File: src/rtl/nn_seq_pkg.sv
// Shared types and sizing for the inference sequencer.
// Latency: n/a (declarations only).
// Backpressure: n/a.
package nn_seq_pkg;

    localparam int NUM_NEURONS      = 10;
    localparam int WORDS_PER_NEURON = 392;
    localparam int PIXEL_WORDS      = 196;
    localparam int MAX_WEIGHT_ADDR  = NUM_NEURONS * WORDS_PER_NEURON - 1;

    // Bit positions inside the Avalon control register.
    localparam int START_BIT = 3;
    localparam int CLEAR_BIT = 0;

    typedef enum logic [2:0] {
        IDLE     = 3'd0,
        PREP     = 3'd1,
        STREAM   = 3'd2,
        DRAIN    = 3'd3,
        WAIT_ACC = 3'd4,
        DONE     = 3'd5
    } seq_state_t;

    typedef struct packed {
        logic vld;
        logic half;
        logic last;
    } beat_tag_t;

endpackage

File: src/rtl/nn_read_pipe.sv
// Delays the per-issue beat tag so it lines up with SRAM read data.
// Latency: READ_LATENCY cycles.
// Backpressure: none; flush_i empties every stage.
module nn_read_pipe
    import nn_seq_pkg::*;
#(
    parameter int READ_LATENCY = 1
) (
    input  logic      clk,
    input  logic      reset_n,
    input  logic      flush_i,
    input  beat_tag_t tag_i,
    output beat_tag_t tag_o
);

    beat_tag_t stage_q [READ_LATENCY];

    always_ff @(posedge clk or negedge reset_n) begin
        if (!reset_n) begin
            for (int i = 0; i < READ_LATENCY; i++) stage_q[i] <= '0;
        end else if (flush_i) begin
            for (int i = 0; i < READ_LATENCY; i++) stage_q[i] <= '0;
        end else begin
            stage_q[0] <= tag_i;
            for (int i = 1; i < READ_LATENCY; i++) stage_q[i] <= stage_q[i-1];
        end
    end

    assign tag_o = stage_q[READ_LATENCY-1];

endmodule

File: src/rtl/nn_compute_sequencer.sv
// Drives one inference pass: SRAM reads, MAC beats, and arg-max over neuron sums.
// Latency: beats emerge READ_LATENCY cycles after each read issue.
// Backpressure: none toward SRAM/MAC; waits indefinitely for acc_valid per neuron.
module nn_compute_sequencer #(
    parameter int NUM_NEURONS      = nn_seq_pkg::NUM_NEURONS,
    parameter int WORDS_PER_NEURON = nn_seq_pkg::WORDS_PER_NEURON,
    parameter int PIXEL_WORDS      = nn_seq_pkg::PIXEL_WORDS,
    parameter int READ_LATENCY     = 1,
    parameter int ACC_W            = 32
) (
    input  logic             clk,
    input  logic             reset_n,
    input  logic             start,
    input  logic             clear,
    output logic             r_enable,
    output logic [11:0]      weight_address,
    output logic [9:0]       pixel_address1,
    output logic [9:0]       pixel_address2,
    input  logic [31:0]      weight_value,
    input  logic [15:0]      pixel_value1,
    input  logic [15:0]      pixel_value2,
    output logic             mac_clear,
    output logic             mac_valid,
    output logic             mac_last,
    output logic [15:0]      mac_pixels,
    output logic [31:0]      mac_weights,
    input  logic             acc_valid,
    input  logic [ACC_W-1:0] acc_value,
    output logic             busy,
    output logic             done,
    output logic [3:0]       result_index,
    output logic [ACC_W-1:0] result_value
);

    import nn_seq_pkg::*;

    localparam logic [9:0]  P_LAST = 10'(PIXEL_WORDS - 1);
    localparam logic [3:0]  N_LAST = 4'(NUM_NEURONS - 1);
    localparam logic [11:0] W_MAX  = 12'(NUM_NEURONS * WORDS_PER_NEURON - 1);

    seq_state_t       state_q;
    logic [3:0]       n_q;
    logic [9:0]       p_q;
    logic             h_q;
    logic [11:0]      waddr_q;
    logic             r_enable_q;
    logic             mac_clear_q;
    logic             busy_q;
    logic             done_q;
    logic [3:0]       result_index_q;
    logic [ACC_W-1:0] result_value_q;

    logic      last_issue;
    logic      acc_better;
    beat_tag_t issue_tag;
    beat_tag_t beat_tag;

    assign last_issue = (state_q == STREAM) && (p_q == P_LAST) && h_q;
    assign acc_better = (n_q == 4'd0) || ($signed(acc_value) > $signed(result_value_q));

    always_ff @(posedge clk or negedge reset_n) begin
        if (!reset_n) begin
            state_q        <= IDLE;
            n_q            <= '0;
            p_q            <= '0;
            h_q            <= 1'b0;
            waddr_q        <= '0;
            r_enable_q     <= 1'b0;
            mac_clear_q    <= 1'b0;
            busy_q         <= 1'b0;
            done_q         <= 1'b0;
            result_index_q <= '0;
            result_value_q <= '0;
        end else if (clear) begin
            state_q        <= IDLE;
            n_q            <= '0;
            p_q            <= '0;
            h_q            <= 1'b0;
            waddr_q        <= '0;
            r_enable_q     <= 1'b0;
            mac_clear_q    <= 1'b0;
            busy_q         <= 1'b0;
            done_q         <= 1'b0;
            result_index_q <= '0;
            result_value_q <= '0;
        end else begin
            mac_clear_q <= 1'b0;
            case (state_q)
                IDLE: begin
                    if (start) begin
                        state_q        <= PREP;
                        busy_q         <= 1'b1;
                        done_q         <= 1'b0;
                        n_q            <= '0;
                        waddr_q        <= '0;
                        result_index_q <= '0;
                        result_value_q <= '0;
                        mac_clear_q    <= 1'b1;
                    end
                end
                PREP: begin
                    p_q        <= '0;
                    h_q        <= 1'b0;
                    r_enable_q <= 1'b1;
                    state_q    <= STREAM;
                end
                STREAM: begin
                    h_q <= ~h_q;
                    if (h_q && !last_issue) p_q <= p_q + 10'd1;
                    // Weight address runs across neurons and parks on the final word.
                    if (waddr_q != W_MAX) waddr_q <= waddr_q + 12'd1;
                    if (last_issue) begin
                        r_enable_q <= 1'b0;
                        state_q    <= DRAIN;
                    end
                end
                DRAIN: begin
                    if (beat_tag.vld && beat_tag.last) state_q <= WAIT_ACC;
                end
                WAIT_ACC: begin
                    if (acc_valid) begin
                        if (acc_better) begin
                            result_value_q <= acc_value;
                            result_index_q <= n_q;
                        end
                        if (n_q == N_LAST) begin
                            state_q <= DONE;
                            busy_q  <= 1'b0;
                            done_q  <= 1'b1;
                        end else begin
                            n_q         <= n_q + 4'd1;
                            state_q     <= PREP;
                            mac_clear_q <= 1'b1;
                        end
                    end
                end
                DONE: begin
                    state_q <= IDLE;
                end
                default: begin
                    state_q <= IDLE;
                end
            endcase
        end
    end

    assign issue_tag = {r_enable_q, h_q, last_issue};

    nn_read_pipe #(
        .READ_LATENCY (READ_LATENCY)
    ) u_read_pipe (
        .clk     (clk),
        .reset_n (reset_n),
        .flush_i (clear),
        .tag_i   (issue_tag),
        .tag_o   (beat_tag)
    );

    assign r_enable       = r_enable_q;
    assign weight_address = waddr_q;
    assign pixel_address1 = p_q;
    assign pixel_address2 = p_q;
    assign mac_clear      = mac_clear_q;
    assign busy           = busy_q;
    assign done           = done_q;
    assign result_index   = result_index_q;
    assign result_value   = result_value_q;

    // Data buses are gated so nothing leaks downstream between beats.
    assign mac_valid   = beat_tag.vld;
    assign mac_last    = beat_tag.vld & beat_tag.last;
    assign mac_weights = beat_tag.vld ? weight_value : 32'd0;
    assign mac_pixels  = !beat_tag.vld ? 16'd0 : (beat_tag.half ? pixel_value2 : pixel_value1);

endmodule

File: config.mk
export PLATFORM = sky130hd
export DESIGN_NAME = nn_compute_sequencer
export DESIGN_NICKNAME = d
export VERILOG_FILES = /design/src/rtl/nn_seq_pkg.sv /design/src/rtl/nn_read_pipe.sv /design/src/rtl/nn_compute_sequencer.sv
export SDC_FILE = /design/constraint.sdc
export NUM_CORES = 1
export LEC_CHECK = 0
export CAP_MARGIN = 0
export CORE_MARGIN = 2
export CORE_UTILIZATION = 48
export CTS_CLUSTER_SIZE = 20
export DETAILED_ROUTE_END_ITERATION = 8
export DONT_BUFFER_PORTS = 1
export GPL_TIMING_DRIVEN = 0
export PLACE_DENSITY_LB_ADDON = 0.12
export SLEW_MARGIN = 20
export SYNTH_ARGS = -nofsm -noshare
export SYNTH_HDL_FRONTEND = slang
export SYNTH_SLANG_ARGS = --single-unit
export TNS_END_PERCENT = 50
File: constraint.sdc
create_clock -name clk -period 2.8 [get_ports clk]
set_input_delay 0.56 -clock clk [delete_from_list [all_inputs] [get_ports clk]]
set_output_delay 0.56 -clock clk [all_outputs]
set_load 0.02 [all_outputs]
### After elaboration in Yosys (flattened, before gate mapping)

Cells that the tools add are included.

| word-level totals | value |
|---|---|
| bits in registers | 73 |
| input bits | 101 |
| output and inout port bits | 122 |
| logic and storage cells | 106 |

| operators by class | value |
|---|---|
| add/subtract/negate cells | 3 |
| magnitude comparators | 1 |
| equal/unequal tests | 16 |
| mux-type cells | 52 |
| bitwise logic cells | 2 |
| reductions and logical operators | 18 |

Operators with widths:

| cell | number |
|---|---|
| $mux 32 | 5 |
| $pmux 32 s2 | 1 |
| $mux 12 | 3 |
| $gt 32x32->1 | 1 |
| $mux 16 | 2 |
| $mux 4 | 7 |
| $pmux 12 s2 | 1 |
| $mux 3 | 7 |
| $ne 3x3->1 const B | 7 |
| $mux 10 | 2 |
| $pmux 10 s2 | 1 |
| $pmux 4 s2 | 2 |
| $reduce_and 4->1 | 4 |
| $mux 1 | 15 |
| $pmux 3 s5 | 1 |
| $add 12x1->12 const B | 1 |
| $ne 12x12->1 const B | 1 |
| $add 10x1->10 const B | 1 |
| $eq 10x8->1 const B | 1 |
| $pmux 1 s2 | 5 |
| $reduce_bool 3->1 | 3 |
| $eq 3x2->1 const B | 2 |
| $ne 3x2->1 const B | 2 |
| $add 4x1->4 const B | 1 |
| other kinds (12) | 16 |

### Longest topological paths before layout

Gate-level depths: netlist (run 1).

| depth | value |
|---|---|
| depth in word-level cells | 8 |
| gate-level depth with buffers | 10 |
| mapped depth without buffers | 8 |

### By module

From an unflattened synthesis (run 1), not the netlist that was laid out.

| second synthesis, totals | value |
|---|---|
| cell total of the unflattened synthesis | 540 |
| area total of the unflattened synthesis | 4822.1 um^2 |

Modules (own cells, without submodules):

| module | times used | cells an instance | area each (um^2) | sequential area each (um^2) |
|---|---|---|---|---|
| nn_compute_sequencer | 1 | 534 | 4728.3 | 1751.7 |
| nn_read_pipe | 1 | 6 | 93.8 | 75.1 |

### Least setup slack after synthesis (run 1)

Ideal clock, no wire load.

| timing | value |
|---|---|
| path type | input-to-reg |
| start | input port acc_value[14] |
| end | register result_index_q[0], in the netlist result_index[0] |
| library setup time | 127 ps |
| arrival time | 2321 ps |
| data required time | 2673 ps |
| setup slack | 352 ps |
| stages | 8 |
| buffers on the path | 1 |
| cells stage by stage | ha_1 -> nand4_1 -> or3_1 -> a21oi_1 -> o31ai_1 -> a211oi_1 -> buf_6 -> mux2_1 |

| on the way | value |
|---|---|
| cells in the longest elaborated chain, start to end | 4 |

Ends and longest elaborated chain:

| item | line | text |
|---|---|---|
| start, declared | nn_compute_sequencer.sv:28 | `input logic [ACC_W-1:0] acc_value,` |
| $gt 32x32->1 | nn_compute_sequencer.sv:59 | `assign acc_better = (n_q == 4'd0) \|\| ($signed(acc_value) > $signed(result_value_q));` |
| $logic_or 1x1->1 | nn_compute_sequencer.sv:59 |  |
| $ne 3x3->1 (no line) | -- |  |
| $reduce_and 4->1 (no line) | -- |  |
| end signal, assigned | nn_compute_sequencer.sv:124 | `result_index_q <= n_q;` |
| end, declared | nn_compute_sequencer.sv:50 | `logic [3:0] result_index_q;` |

No other way between the ends.
A chain may end at the register's enable or synchronous reset.

### Worst setup path in the final report (run 1)

| timing | value |
|---|---|
| start | register result_value_q[30], in the netlist result_value[30] |
| end | register result_value_q[19], in the netlist result_value[19] |

| on the way | value |
|---|---|
| cells in the longest elaborated chain, start to end | 4 |

Ends and longest elaborated chain:

| item | line | text |
|---|---|---|
| start, declared | nn_compute_sequencer.sv:51 | `logic [ACC_W-1:0] result_value_q;` |
| start signal, assigned | nn_compute_sequencer.sv:123 | `result_value_q <= acc_value;` |
| $gt 32x32->1 | nn_compute_sequencer.sv:59 |  |
| $logic_or 1x1->1 | nn_compute_sequencer.sv:59 |  |
| $ne 3x3->1 (no line) | -- |  |
| $reduce_and 4->1 (no line) | -- |  |

No other way between the ends.

==> results by group, run 1 <==
Placed design
  – Dpl cells: 676
  – HPWL after detailed placement: 10,220 um
  – Input/output buffers: 0
  – Routability cong.: 0.8583

Global route
  – Gr usage total: 23.97%
  – Number of global-route vias before repair: 3,898
  – GRT overflow: 0
  – Largest net degree at the start of global routing: 74
  – First-pass GRT wire length: 20,740 um
  – Initial antenna violation count: 3

Clock network
  – Htree depth: 3
  – Clk pin slew, worst setup/hold paths: 0.09 ns
  – CTS tree: done
  – CTS sink count: 73
  – Total CTS buffers: 9
  – Clk buf depth: 2
  – Worst-Skew Late Latency: 0.36 ns
  – Clock root buffer: clkbuf_8

STA
  – Period utilization: 95.69%
  – Final number of hold-violating endpoints: 0
  – Fin crit period: 2.679 ns
  – Worst-Margin Slew: 0.6794 ns
  – FMAX: 373.2 MHz
  – Final setup viols: 0
  – Skew final: 0.01205 ns
  – Max_slew headroom: 54.54%
  – Max-slew violation count: 0

Critical path
  – Worst Path Required: 3.08 ns
  – CP Class: reg -> reg
  – CP endpoint kind: flip-flop
  – Setup crit start: result_value[30]
  – R2r startpoint: result_value[30]
  – R2R Setup Slk: 0.12 ns
  – Critical Path Start Type: flip-flop
  – WP data arrival: 2.96 ns
  – Critical Path Fanout Max: 10

Floorplanning
  – Cell Rows: 36
  – Die W: 104.4 um
  – Initial core utilization: 49.53%
  – Number of I/O pins: 223
  – Die area: 10,900 um^2
  – Core Area: 9774 um^2
  – Die Y: 104.4 um

Pwr
  – Combinational share of power: 20.3%
  – Pwr Density: 491.0 nW/um^2
  – Sequential power share: 43.7%
  – Peak VDD IR: 255.2 uV
  – Internal power: 0.001812 W
  – Net Sw Frac: 30.85%
  – Power after layout: 0.002621 W
  – Net switching power figure: 0.0008085 W
  – Leak pwr: 2.350 nW
  – Clk network pwr share: 36.0%

Route
  – DRT Pass-1 Iters: 6
  – ANT nets after route: 0
  – Drt wl/cell: 18.99 um
  – Initial DRC Count: 211
  – Final wirelength: 13,290 um
  – Vias post-DR: 3,998
  – Vias per cell: 5.711
  – Drt drc: 0

Yosys
  – Netlist cell types: 54
  – Async set-reset flop share out of synthesis: 100.0%
  – Syn_nets: 681
  – Post-synthesis average cell area: 8.915 um^2
  – Top FF cell, synth: dfrtp_1
  – Post-synthesis sequential area ratio: 37.74%
  – Synth Register Bits: 73
  – Mapped cell area: 4841 um^2
  – Synth Warn #: 0
  – Post-synth EDFFs: 0
  – Cells after synthesis: 543

Cells and area
  – Nets: 697
  – P&R area growth vs syn: 10.26%
  – Post-route insts no fill: 700
  – Fillers: 923
  – Layout cells sized above 1: 9.397%

Run status
  – Status: finished clean

Worst hold path
  – Hold crit path type: in -> async

Flow run
  – Maxcap violations: 0
metal layers:
metal,wire (um),vias to the layer above,global-route usage (%)
met4,437,0,10.62
met2,6737,152,40.80
met3,943,24,7.206
met1,5172,1928,27.76
met5,0,-,0
li1,-,1894,-
path summary, 6_finish.rpt:
| path | endpoint | cells after the start |
|---|---|---|
| setup / recovery | result_value[19] | 9 |
| hold reg to reg | n_q[1] | 1 |
| min in group clk | result_value[15] | 2 |
| setup reg to reg | result_value[19] | 9 |
| hold / removal | result_value[3] | 1 |
| max in group asynchronous | pixel_address1[8] | 1 |
cell families after synthesis:
family / Yosys count / share of synthesized area, %
buffers and inverters: 76 / 7.418
XOR/XNOR: 9 / 1.628
multiplexers: 52 / 10.88
flip-flops: 73 / 37.74
AND/OR/NAND/NOR: 220 / 23.11
AO/OA/AOI/OAI: 76 / 9.667
adder cells (fa/ha/maj): 37 / 9.563
stage by stage:
stage	utilization, %	setup WS [ns]	setup TNS [ns]	area [um^2]	hold WS [ns]
final	54.61	0.1207	0	5338	0.06590
after global routing	54.61	-0.01048	-0.03164	5338	0.1095
after CTS	53.85	0.03955	0	5264	0.1026
after detailed placement	51.23	-0.002057	-0.002833	5007	0.2653
after global placement	51.23	0.002070	0	5007	0.2659
after floorplan	-	0.3517	0	4841	0.2644
worst max-delay path, stage by stage, from the launching register on:
cell	delay, ns
dfrtp_1	0.50
inv_1	0.11
ha_1	0.33
nand4_1	0.23
nor4_4	0.39
o31ai_1	0.19
a211oi_2	0.27
buf_6	0.18
buf_6	0.19
mux2i_1	0.20
repair_timing:
action | in CTS | in global routing
hold buffers | 1 | 0
resized for setup | 2 | 12
setup buffers | 0 | 4
endpoints found under the hold margin | 73 | 0
pin swaps | 0 | 2
setup endpoints to repair | 25 | 37
cell usage after synthesis (all sizes together) (3+ instances only):
library cell	count	area, um^2
nor4b	3	26.28
dfrtp	73	1827
nor2	42	157.7
xnor2	4	35.03
clkbuf	17	63.81
xor2	5	43.79
nand3	17	85.08
a21oi	24	120.1
nor4	4	25.02
nor2b	18	112.6
ha	37	462.9
o21ai	24	120.1
nand2b	3	18.77
nor3	6	30.03
mux2i	47	470.5
buf	17	137.6
nand2	61	229.0
o31ai	6	45.04
mux2	5	56.30
inv	42	157.7
and3	5	31.28
nand4	14	87.58
and2	37	231.5
placed cells by master (no fill, tap or decap), drive strengths merged, types with 5 or more instances in the layout:
master and n:
mux2i 47, dfrtp 73, nor2 42, nand2 61
a21oi 24, inv 42, nor3 6, ha 37
o21ai 24, nor2b 18, o31ai 6, nand4 14
nand3 17, mux2 5, buf 22, and3 5
clkbuf 29, xor2 5, and2 37
state kept, by name, summed over array words and instances (netlist names):
signal and flops:
u_read_pipe.tag_o 3, done 1, busy 1, n_q 4, pixel_address1 10, h_q 1
weight_address 12, r_enable 1, mac_clear 1, result_index 4, result_value 32, state_q 3
power groups by stage:
stage	Clock (W)	Combinational, W	Sequential, W
6_report	0.000944	0.000532	0.00114
5_1_grt	0.00101	0.000590	0.00115
4_1_cts	0.000959	0.000521	0.00114
3_5_place_dp	0	0.000492	0.00117
3_3_place_gp	0	0.000482	0.00117
2_1_floorplan	0	0.000408	0.00115
area by class of cell:
| type | instances | area, um^2 | share of cell area [%] |
|---|---|---|---|
| inverters | 42 | 157.7 | 2.954 |
| well taps | 133 | 166.4 | 3.118 |
| diodes | 3 | 7.507 | 0.1406 |
| clock inverters | 4 | 76.32 | 1.430 |
| repair buffers | 5 | 57.56 | 1.078 |
| plain buffers | 34 | 202.7 | 3.797 |
| multi-input cells | 394 | 2688 | 50.35 |
| flip-flops and latches | 73 | 1837 | 34.41 |
| clock buffers | 12 | 145.1 | 2.719 |
(Power assumes the default switching activity.)
==> inputs of run 2 (changes only) <==
--- a/config.mk
+++ b/config.mk
@@ -13,6 +13,7 @@
 export DONT_BUFFER_PORTS = 1
 export GPL_TIMING_DRIVEN = 0
 export PLACE_DENSITY_LB_ADDON = 0.12
+export SKIP_LAST_GASP = 1
 export SLEW_MARGIN = 20
 export SYNTH_ARGS = -nofsm -noshare
 export SYNTH_HDL_FRONTEND = slang
==> results of run 2 <==
The final DEF is identical to that of run 1; final timing and power are the same.
==> inputs of run 3 (changes only) <==
--- a/config.mk
+++ b/config.mk
@@ -5,6 +5,7 @@
 export SDC_FILE = /design/constraint.sdc
 export NUM_CORES = 1
 export LEC_CHECK = 0
+export ABC_CLOCK_PERIOD_IN_PS = 2800
 export CAP_MARGIN = 0
 export CORE_MARGIN = 2
 export CORE_UTILIZATION = 48
==> results of run 3 <==
The final DEF is identical to that of run 1; final timing and power are the same.
